`src/rtl/nfa_chain_engine.sv`:
```
`default_nettype none
// +---------------------------------------------------------------------------+
// | Module   : nfa_chain_engine                                               |
// | Purpose  : Literal-chain NFA matcher over a pre-decoded char-class bus,    |
// |            with optional self-loops, anchoring, sticky/pulse match,       |
// |            saturating match counter and first-match byte offset.          |
// | Revision : 1.0  initial release                                           |
// +---------------------------------------------------------------------------+
module nfa_chain_engine #(
  parameter int                            CLASS_W   = 8,
  parameter int                            STATE_CNT = 4,
  parameter int                            IDX_W     = 3,
  parameter logic [STATE_CNT*IDX_W-1:0]    CLASS_SEL = {3'd3, 3'd2, 3'd1, 3'd0},
  parameter logic [STATE_CNT-1:0]          LOOP_MASK = 4'b0100,
  parameter bit                            ANCHORED  = 1'b0,
  parameter bit                            STICKY    = 1'b1,
  parameter int                            CNT_W     = 8,
  parameter int                            OFF_W     = 16
) (
  input  logic               clk,
  input  logic               rst_n,
  input  logic               sod,
  input  logic               en,
  input  logic [CLASS_W-1:0] cls_in,
  output logic               match,
  output logic               match_pulse,
  output logic [CNT_W-1:0]   match_cnt,
  output logic [OFF_W-1:0]   match_off,
  output logic               off_valid,
  output logic               busy
);

  logic [STATE_CNT:1] r_state;
  logic [STATE_CNT:1] w_state_nxt;
  logic [STATE_CNT:1] w_cls;
  logic               r_first;
  logic [OFF_W-1:0]   r_pos;
  logic               r_match_pulse;
  logic               r_match;
  logic [CNT_W-1:0]   r_match_cnt;
  logic [OFF_W-1:0]   r_match_off;
  logic               r_off_valid;
  logic               w_start;
  logic               w_hit;

  assign w_start = ANCHORED ? r_first : 1'b1;

  generate
    for (genvar gi = 1; gi <= STATE_CNT; gi++) begin : g_state
      localparam int c_idx = int'(CLASS_SEL[(gi-1)*IDX_W +: IDX_W]);

      // Out-of-range class indices tie the state off permanently.
      if (c_idx < CLASS_W) begin : g_cls_in
        assign w_cls[gi] = cls_in[c_idx];
      end else begin : g_cls_off
        assign w_cls[gi] = 1'b0;
      end

      if (gi == 1) begin : g_head
        assign w_state_nxt[gi] = w_cls[gi] & (w_start | (LOOP_MASK[gi-1] & r_state[gi]));
      end else begin : g_link
        assign w_state_nxt[gi] = w_cls[gi] & (r_state[gi-1] | (LOOP_MASK[gi-1] & r_state[gi]));
      end
    end
  endgenerate

  assign w_hit = w_state_nxt[STATE_CNT];

  // Reset leaves first pending so anchored rules can fire on the first byte afterwards.
  always_ff @(posedge clk or negedge rst_n) begin
    if (!rst_n) begin
      r_state       <= '0;
      r_first       <= 1'b1;
      r_pos         <= '0;
      r_match_pulse <= 1'b0;
      r_match       <= 1'b0;
      r_match_cnt   <= '0;
      r_match_off   <= '0;
      r_off_valid   <= 1'b0;
    end else if (sod) begin
      r_state       <= '0;
      r_first       <= 1'b1;
      r_pos         <= '0;
      r_match_pulse <= 1'b0;
      r_match       <= 1'b0;
      r_match_cnt   <= '0;
      r_match_off   <= '0;
      r_off_valid   <= 1'b0;
    end else if (en) begin
      r_state       <= w_state_nxt;
      r_first       <= 1'b0;
      r_match_pulse <= w_hit;
      r_match       <= r_match | w_hit;
      if (w_hit && (r_match_cnt != {CNT_W{1'b1}})) begin
        r_match_cnt <= r_match_cnt + 1'b1;
      end
      if (w_hit && !r_off_valid) begin
        r_match_off <= r_pos;
        r_off_valid <= 1'b1;
      end
      if (r_pos != {OFF_W{1'b1}}) begin
        r_pos <= r_pos + 1'b1;
      end
    end else begin
      r_match_pulse <= 1'b0;
    end
  end

  generate
    if (STICKY) begin : g_sticky
      assign match = r_match;
    end else begin : g_pulse
      assign match = r_match_pulse;
    end
  endgenerate

  assign match_pulse = r_match_pulse;
  assign match_cnt   = r_match_cnt;
  assign match_off   = r_match_off;
  assign off_valid   = r_off_valid;
  assign busy        = |r_state;

endmodule
`default_nettype wire

```
`config.mk`:
```
export PLATFORM = sky130hd
export DESIGN_NAME = nfa_chain_engine
export DESIGN_NICKNAME = d
export VERILOG_FILES = /design/src/rtl/nfa_chain_engine.sv
export SDC_FILE = /design/constraint.sdc
export NUM_CORES = 1
export LEC_CHECK = 0
export ABC_AREA = 1
export CAP_MARGIN = 20
export CORE_MARGIN = 2
export CORE_UTILIZATION = 45
export DETAILED_ROUTE_END_ITERATION = 8
export GPL_TIMING_DRIVEN = 0
export PLACE_DENSITY = 0.76
export SLEW_MARGIN = 20
export SYNTH_ARGS = -nofsm -noshare
export SYNTH_HDL_FRONTEND = slang
export SYNTH_SLANG_ARGS = --single-unit
```
`constraint.sdc`:
```
create_clock -name clk -period 1.65 [get_ports clk]
set_input_delay 0.2475 -clock clk [delete_from_list [all_inputs] [get_ports clk]]
set_output_delay 0.2475 -clock clk [all_outputs]
set_load 0.02 [all_outputs]
```
# Word-level counts from Yosys, hierarchy flattened
# Index checks and enable logic that the tools add are counted.
[totals]
ff_bits = 47
inputBits = 12
out_inout_bits = 28
[op_classes]
addsub = 2
n_eq_ne = 2
muxes = 18
bitwise_logic = 5
reduce_logical = 11
[op_table]
columns = ["operator", "count"]
rows = [
  ["$mux W16", 6],
  ["$mux W8", 3],
  ["$add A16 B1 Y16 const B", 1],
  ["$ne A16 B16 Y1 const B", 1],
  ["$add A8 B1 Y8 const B", 1],
  ["$mux W4", 2],
  ["$ne A8 B8 Y1 const B", 1],
  ["$reduce_bool A2 Y1", 4],
  ["$mux W1", 7],
  ["$reduce_and A2 Y1", 3],
  ["$reduce_or A4 Y1", 1],
  ["$and A1 B1 Y1", 3],
  ["$logic_and A1 B1 Y1", 2],
  ["$or A1 B1 Y1", 2],
  ["$logic_not A1 Y1", 1],
]

# Logic depth before layout (Yosys ltp)
[depth]
word_depth = 5
depth_mapped = 10
mapped_depth_nobuf = 9

# Worst setup path after synthesis
# OpenSTA, ideal clock, no wires.
[synth_path]
kind = "reg-to-reg"
from = "register r_match_cnt[0], in the netlist match_cnt[0]"
to = "register r_match_cnt[5], in the netlist match_cnt[5]"
setup_time_ps = 124
arrival_ps = 1397
required_ps = 1526
setup_slack_ps = 129
stages_incl_launch_ff = 10
path_cell_list = "dfrtp_1 > ha_1 > nand2_1 > inv_1 > nand2_1 > nor3_1 > nor2_1 > nor2_1 > nand2_1 > nand2_1"
[synth_via]
elab_chain_len = 4
[synth_rtl]
columns = ["item", "line", "rtl"]
rows = [
  ["start, declared", "40", "logic [CNT_W-1:0] r_match_cnt;"],
  ["start signal, assigned", "95", "r_match_cnt <= r_match_cnt + 1'b1;"],
  ["$add A8 B1 Y8 / $ne A8 B8 Y1 (equally long branches)", "95, 94", ""],
  ["$mux W8 / $logic_and A1 B1 Y1 (equally long branches)", "94", "if (w_hit && (r_match_cnt != {CNT_W{1'b1}})) begin"],
  ["$mux W8 / $reduce_bool A2 Y1 (equally long branches)", "n/a", ""],
  ["$mux W8 / $reduce_and A2 Y1 (equally long branches)", "n/a", ""],
]
# Parallel ways exist; a longest one is shown, timed or not. The select of a mux whose other input is x is not followed.
# A chain may end at the register's enable or synchronous reset.

# Worst setup path after layout
[layout_path]
from = "register r_match_cnt[7], in the netlist match_cnt[7]"
to = "output match_cnt[7]"
[layout_lines]
columns = ["item", "line", "rtl"]
rows = [
  ["end, declared", "27", "output logic [CNT_W-1:0] match_cnt,"],
]
# No word-level cell between the ends.

==> impl_metrics.toml <==
[die]
row_count = 26
die_h_um = 76.07
io_pins = 40
die_width_um = 76.07
start_util_pct = 46.06
die_area_um2 = 5787
coreArea_um2 = 5075

[cts]
cts.sink_count = 47
numCtsBuffers = 5
cts_buffer_depth = 2
tritoncts = "yes"
cts.reportedPaths.clkPinSlew_ns = 0.09
htreeDepth = 2
clkLatencyLatePin_ns = 0.30
cts-root-buf = "clkbuf_8"

[timing]
final.period_utilization_pct = 96.26
grt_setup_unrepaired = "true"
worstMarginPinSlew_ns = 0.5779
slew_headroom_pct = 61.47
hold_viol = 0
finalSetupViolCount = 0
finalMaxSlewViolations = 0
timing.fmax_mhz = 629.6
finalCriticalPeriod_ns = 1.588
clock_skew_ns = 0.007416

[synth]
ys_seq_area_share_pct = 50.32
synth-seq-cells = 47
mappedNetlistArea_um2 = 2337
syn_inst = 288
ys_types = 25
ys_warn_count = 0
avgSynthCellArea_um2 = 8.115
syn_nets = 302

[routing]
drt_iter0_drc = 148
first_pass_iters = 5
postRouteAntennaNets = 0
wl_um = 5547
via_count = 2126
viasPerCell = 5.249
drc = 0
wire_per_inst_um = 13.70

[pwr]
total_power_mw = 2.071
p_per_area_nw_per_um2 = 691.8
ir_drop_mv = 0.3557
leakage_nw = 1.336

[global_routing]
grt_max_degree = 29
grt_pass1_wl_um = 9218
grt_overflow = 0
grt_pass1_vias = 1990
antenna_found_initial = 0
grt_use_total_pct = 19.59

[hold_path]
min_path_type = "in2async"

[placed_design]
portBuffers = 35
dp_hpwl_um = 3800
place_congestion = 0.9060

[setup_path]
critical_path_depth = 1
cp-start-kind = "flip-flop"
required_ns = 1.40
path_cells = "clkdlybuf4s50_1"
worstPathArrival_ns = 1.34
regToRegStartpoint = "r_pos[0]"
crit_buf_inv = 1
timing.rr.end = "r_pos[1]"
slowest_delay_ns = 0.63
critPathKind = "reg2out"
reg2reg_depth = 9
critPathTopFamily = "buffers and inverters"
rrSetupSlack_ns = 0.07
path_max_fanout = 5
critPathCaptureType = "output port"
cpMaxStageDelayCell = "clkdlybuf4s50_1"

[finish]
area_growth_syn_to_layout_pct = 28.10
post-route-util_pct = 59.00
drive_gt1_share_pct = 11.34
nets = 349
insertedDiodeCount = 0
nFillCells = 466

[job]
max_cap_viol_count = 0

[run_status]
status = "complete, no violations"
-- flip-flops by register name, indices dropped and copies added (netlist names) --
signal	flops
off_valid	1
r_state	4
match	1
match_off	16
match_pulse	1
match_cnt	8
r_pos	16
-- metal layers --
layer  wire length [um]  vias to the layer above  global-route usage [%]
li1                   -                     1035                       -
met1               2375                      990                   25.90
met2               2721                       85                   32.50
met3                342                       16                   4.502
met4                107                        0                   5.636
met5                  0                        -                       0
-- synth_stat cells, drive strengths merged --
library cell / count / area (um^2)
dfrtp: 47 / 1176
ha: 2 / 25.02
nand2: 70 / 291.5
xor2: 6 / 52.55
a21oi: 5 / 25.02
inv: 43 / 161.4
o22ai: 15 / 93.84
clkbuf: 4 / 15.01
nor3: 2 / 10.01
buf: 3 / 25.02
o211ai: 1 / 7.510
nor2: 28 / 115.1
o21ai: 29 / 160.2
o21bai: 1 / 7.510
o21a: 1 / 7.510
nand3: 24 / 120.1
nand4: 7 / 43.79
-- layout make-up --
cell class                      instances  area [um^2]  share of cell area [%]
Buffer                                  7        42.54                   1.421
Inverter                               43        161.4                   5.391
Sequential cell                        47         1177                   39.32
Clock buffer                            6        82.58                   2.758
Clock inverter                          1        5.005                  0.1672
Tap cell                               70        87.58                   2.925
Multi-Input combinational cell        191         1036                   34.60
Timing Repair Buffer                   40        401.6                   13.41
-- layout by cell type (no fill, tap or decap), types with 2 or more instances in the layout --
cell	instances
buf_4	3
buf_2	4
o21ai_0	23
nand4_1	7
o21ai_2	4
nand2_4	2
nor2_4	4
o21ai_1	2
nor2_2	3
clkbuf_8	6
dfrtp_1	46
inv_1	43
o22ai_1	15
dlymetal6s2s_1	2
clkbuf_1	2
nand3_1	23
a21oi_1	4
nor2_1	21
nand2_1	66
clkdlybuf4s50_1	31
xor2_1	6
-- worst reg2reg max path, delay by kind of cell (launching register included) --
kind | cells | cell delay, ns
and+or+nand+nor | 6 | 0.64
buffers and inverters | 1 | 0.15
DFF | 1 | 0.40
AOI/OAI and AO/OA | 1 | 0.09
adders and majority gates | 1 | 0.17
-- metrics by stage --
| stage | area, um^2 | worst slack, ns | std cells | hold WS, ns | TNS (ns) |
|---|---|---|---|---|---|
| 2_1_floorplan | 2337 | 0.1292 | 288 | -0.04809 | 0 |
| 3_3_place_gp | 2775 | -0.9877 | 393 | 0.4860 | -53.80 |
| 3_5_place_dp | 2790 | -0.4189 | 394 | 0.2388 | -8.486 |
| 4_1_cts | 2924 | 0.003446 | 404 | 0.4559 | 0 |
| 5_1_grt | 2994 | -0.01159 | 405 | 0.4790 | -0.03000 |
| 6_report | 2994 | 0.06166 | 405 | 0.4285 | 0 |
-- cell families (layout without fill, tap and decap cells) --
| kind of cell | Yosys count | count (layout) | share of synthesized area [%] |
|---|---|---|---|
| and+or+nand+nor | 131 | 131 | 24.84 |
| xor gates and xnor gates | 6 | 6 | 2.248 |
| adders and majority gates | 2 | 2 | 1.070 |
| DFF | 47 | 47 | 50.32 |
| buffers and inverters | 50 | 97 | 8.618 |
| AOI/OAI and AO/OA | 52 | 52 | 12.90 |
-- where the power goes --
group | internal, mW | switching, mW
Clock | 0.329 | 0.377
Sequential | 1.16 | 0.0127
Combinational | 0.0696 | 0.118
-- repair_timing --
item / CTS / global route
pin swaps: 0 / 1
hold buffers: 1 / 0
endpoints found under the hold margin: 19 / 0
resized for setup: 9 / 16
endpoints found under the setup margin: 30 / 34
setup buffers: 2 / 1
-- how the worst max path moves through the flow --
| stage | startpoint | endpoint |
|---|---|---|
| 2_1_floorplan | match_cnt[0] | match_cnt[5] |
| 3_3_place_gp | rst_n | match_cnt[5] |
| 3_5_place_dp | en | match_off[8] |
| 4_1_cts | match_cnt[5] | match_cnt[5] |
| 5_1_grt | r_pos[5] | r_pos[14] |
| 6_report | match_cnt[7] | match_cnt[7] |
Power figures use the tool's default switching activity.
==> RTL change, RTL diff (same settings) <==
Reset style: synchronous (`rst_n`), changed in one clocked block.
--- a/src/rtl/nfa_chain_engine.sv
+++ b/src/rtl/nfa_chain_engine.sv
@@ -69,3 +69,3 @@
   // Reset leaves first pending so anchored rules can fire on the first byte afterwards.
-  always_ff @(posedge clk or negedge rst_n) begin
+  always_ff @(posedge clk) begin
     if (!rst_n) begin
Check against the original RTL: differs if rst_n is asserted again (counterexample within 4 cycles, from zero or initial values and one cycle with rst_n low); with rst_n held inactive, the same outputs for 10 cycles.
==> RTL change against the unedited design <==
Sequential cell count unchanged. Worst setup slack better by 0.015 ns. Final cell count fell by 2.5%. Cell area shrank 11%. Synthesized area is 7.0% lower. Combinational power decreased by 44%. Routed wire length is 22% lower. Power fell by 7.2%.
==> RTL change: results (changes against the unedited design) <==
| Metric | Value |
|---|---|
| Outcome | `completed (unchanged)` |
| Synth unique cells | `29 (was 25)` |
| Via density | `4.88 (was 5.25)` |
| Post-Route WL | `4340 um (was 5550 um)` |
| HPWL Detailed | `3300 um (was 3800 um)` |
| Syn_nets | `313 (was 302)` |
| Layout cells sized above 1 | `12.0% (was 11.3%)` |
| Syn Area/Cell | `7.27 um^2 (was 8.12 um^2)` |
| I/O Buffers | `34 (was 35)` |
| Placed inst area | `2580 um^2 (was 2790 um^2)` |
| Via count | `1927 (was 2126)` |
| First-pass GRT wire length | `7210 um (was 9220 um)` |
| Int Power | `1.48 mW (was 1.56 mW)` |
| Pleak | `1.01 nW (was 1.34 nW)` |
| Gpl congestion | `0.884 (was 0.906)` |
| Vias in the first global route | `1606 (was 1990)` |
| Asr flop ratio synth | `0% (was 100%)` |
| Drt pass-1 iters | `4 (was 5)` |
| Max-slew headroom | `76.2% (was 61.5%)` |
| Filler cell count | `439 (was 466)` |
| Placed cells | `387 (was 394)` |
| Total Routing Usage GR | `17.1% (was 19.6%)` |
| Clk_skew | `0.00447 ns (was 0.00742 ns)` |
| Nets | `354 (was 349)` |
| Sequential share of the synthesized area | `43.3% (was 50.3%)` |
| Fin util | `57.0% (was 59.0%)` |
| Area contributors post-synth | `dfxtp_1 (43%), nor2_1 (12%), nand2_1 (10%) (was dfrtp_1 (50%), nand2_1 (11%), inv_1 (6.9%))` |
-- RTL change: cell types whose count changed in the layout (fill, tap and decap cells not counted), sizes merged, moves of 2 or more --
| cell | change |
|---|---|
| o22ai | -15 |
| nor2 | +53 |
| buf | -2 |
| xor2 | -5 |
| nand2 | -5 |
| nand3 | -4 |
| nor3 | +2 |
| inv | -22 |
| a21oi | +16 |
| nand4 | -4 |
| o21ai | -8 |
| dfxtp | +47 |
| dfrtp | -47 |
-- RTL change: logic make-up after synthesis --
| family | count (synthesis) | synth area share, % |
|---|---|---|
| AO/OA/AOI/OAI | 44 | 10.3 |
| XOR/XNOR | 1 | 0.403 |
| adder cells (fa/ha/maj) | 2 | 1.15 |
| buffers and inverters | 30 | 6.62 |
| flip-flops | 47 | 43.3 |
| AND/OR/NAND/NOR | 175 | 38.3 |
-- RTL change: repair_timing --
| item | 4_1_cts | 5_1_grt |
|---|---|---|
| setup endpoints to repair | 1 | 12 |
| resized for setup | 4 | 6 |
| pin swaps | 0 | 0 |
| gates cloned | 0 | 0 |
| buffers inserted | 0 | 0 |
-- RTL change: final cells by class --
class / count / area share (%)
Multi-Input combinational cell: 222 / 40.9
Sequential cell: 47 / 35.3
Timing Repair Buffer: 34 / 12.6
Inverter: 21 / 3.04
Clock buffer: 6 / 2.71
Tap cell: 54 / 2.53
Buffer: 9 / 2.39
Clock inverter: 2 / 0.468
-- RTL change: path summary, 6_finish.rpt --
check	cells past startpoint	end	slack [ns]	startpoint
hold / removal	2	r_state[3]$_SDFFE_PP0P_	0.22	en
setup reg to reg	9	match_cnt[7]$_SDFFE_PP0P_	0.19	match_cnt[1]$_SDFFE_PP0P_
setup / recovery	1	match_cnt[2]	0.08	match_cnt[2]$_SDFFE_PP0P_
hold reg to reg	2	r_state[4]$_SDFFE_PP0P_	0.47	r_state[4]$_SDFFE_PP0P_
-- RTL change: power groups by stage --
stage	Sequential (mW)	Combinational (mW)	Clock, mW
2_1_floorplan	1.17	0.0640	0
3_3_place_gp	1.17	0.104	0
3_5_place_dp	1.17	0.106	0
4_1_cts	1.15	0.105	0.681
5_1_grt	1.15	0.116	0.744
6_report	1.15	0.105	0.672
-- RTL change: routing by layer --
metal / track usage [%] / vias to the layer above / wire [um] / part of all wire (%)
met1: 24.8 / 831 / 2220 / 51
met5: 0 / - / 0 / 0
met3: 3.29 / 5 / 186 / 4.3
li1: - / 1041 / - / -
met2: 25.3 / 50 / 1870 / 43
met4: 6.06 / 0 / 58 / 1.3
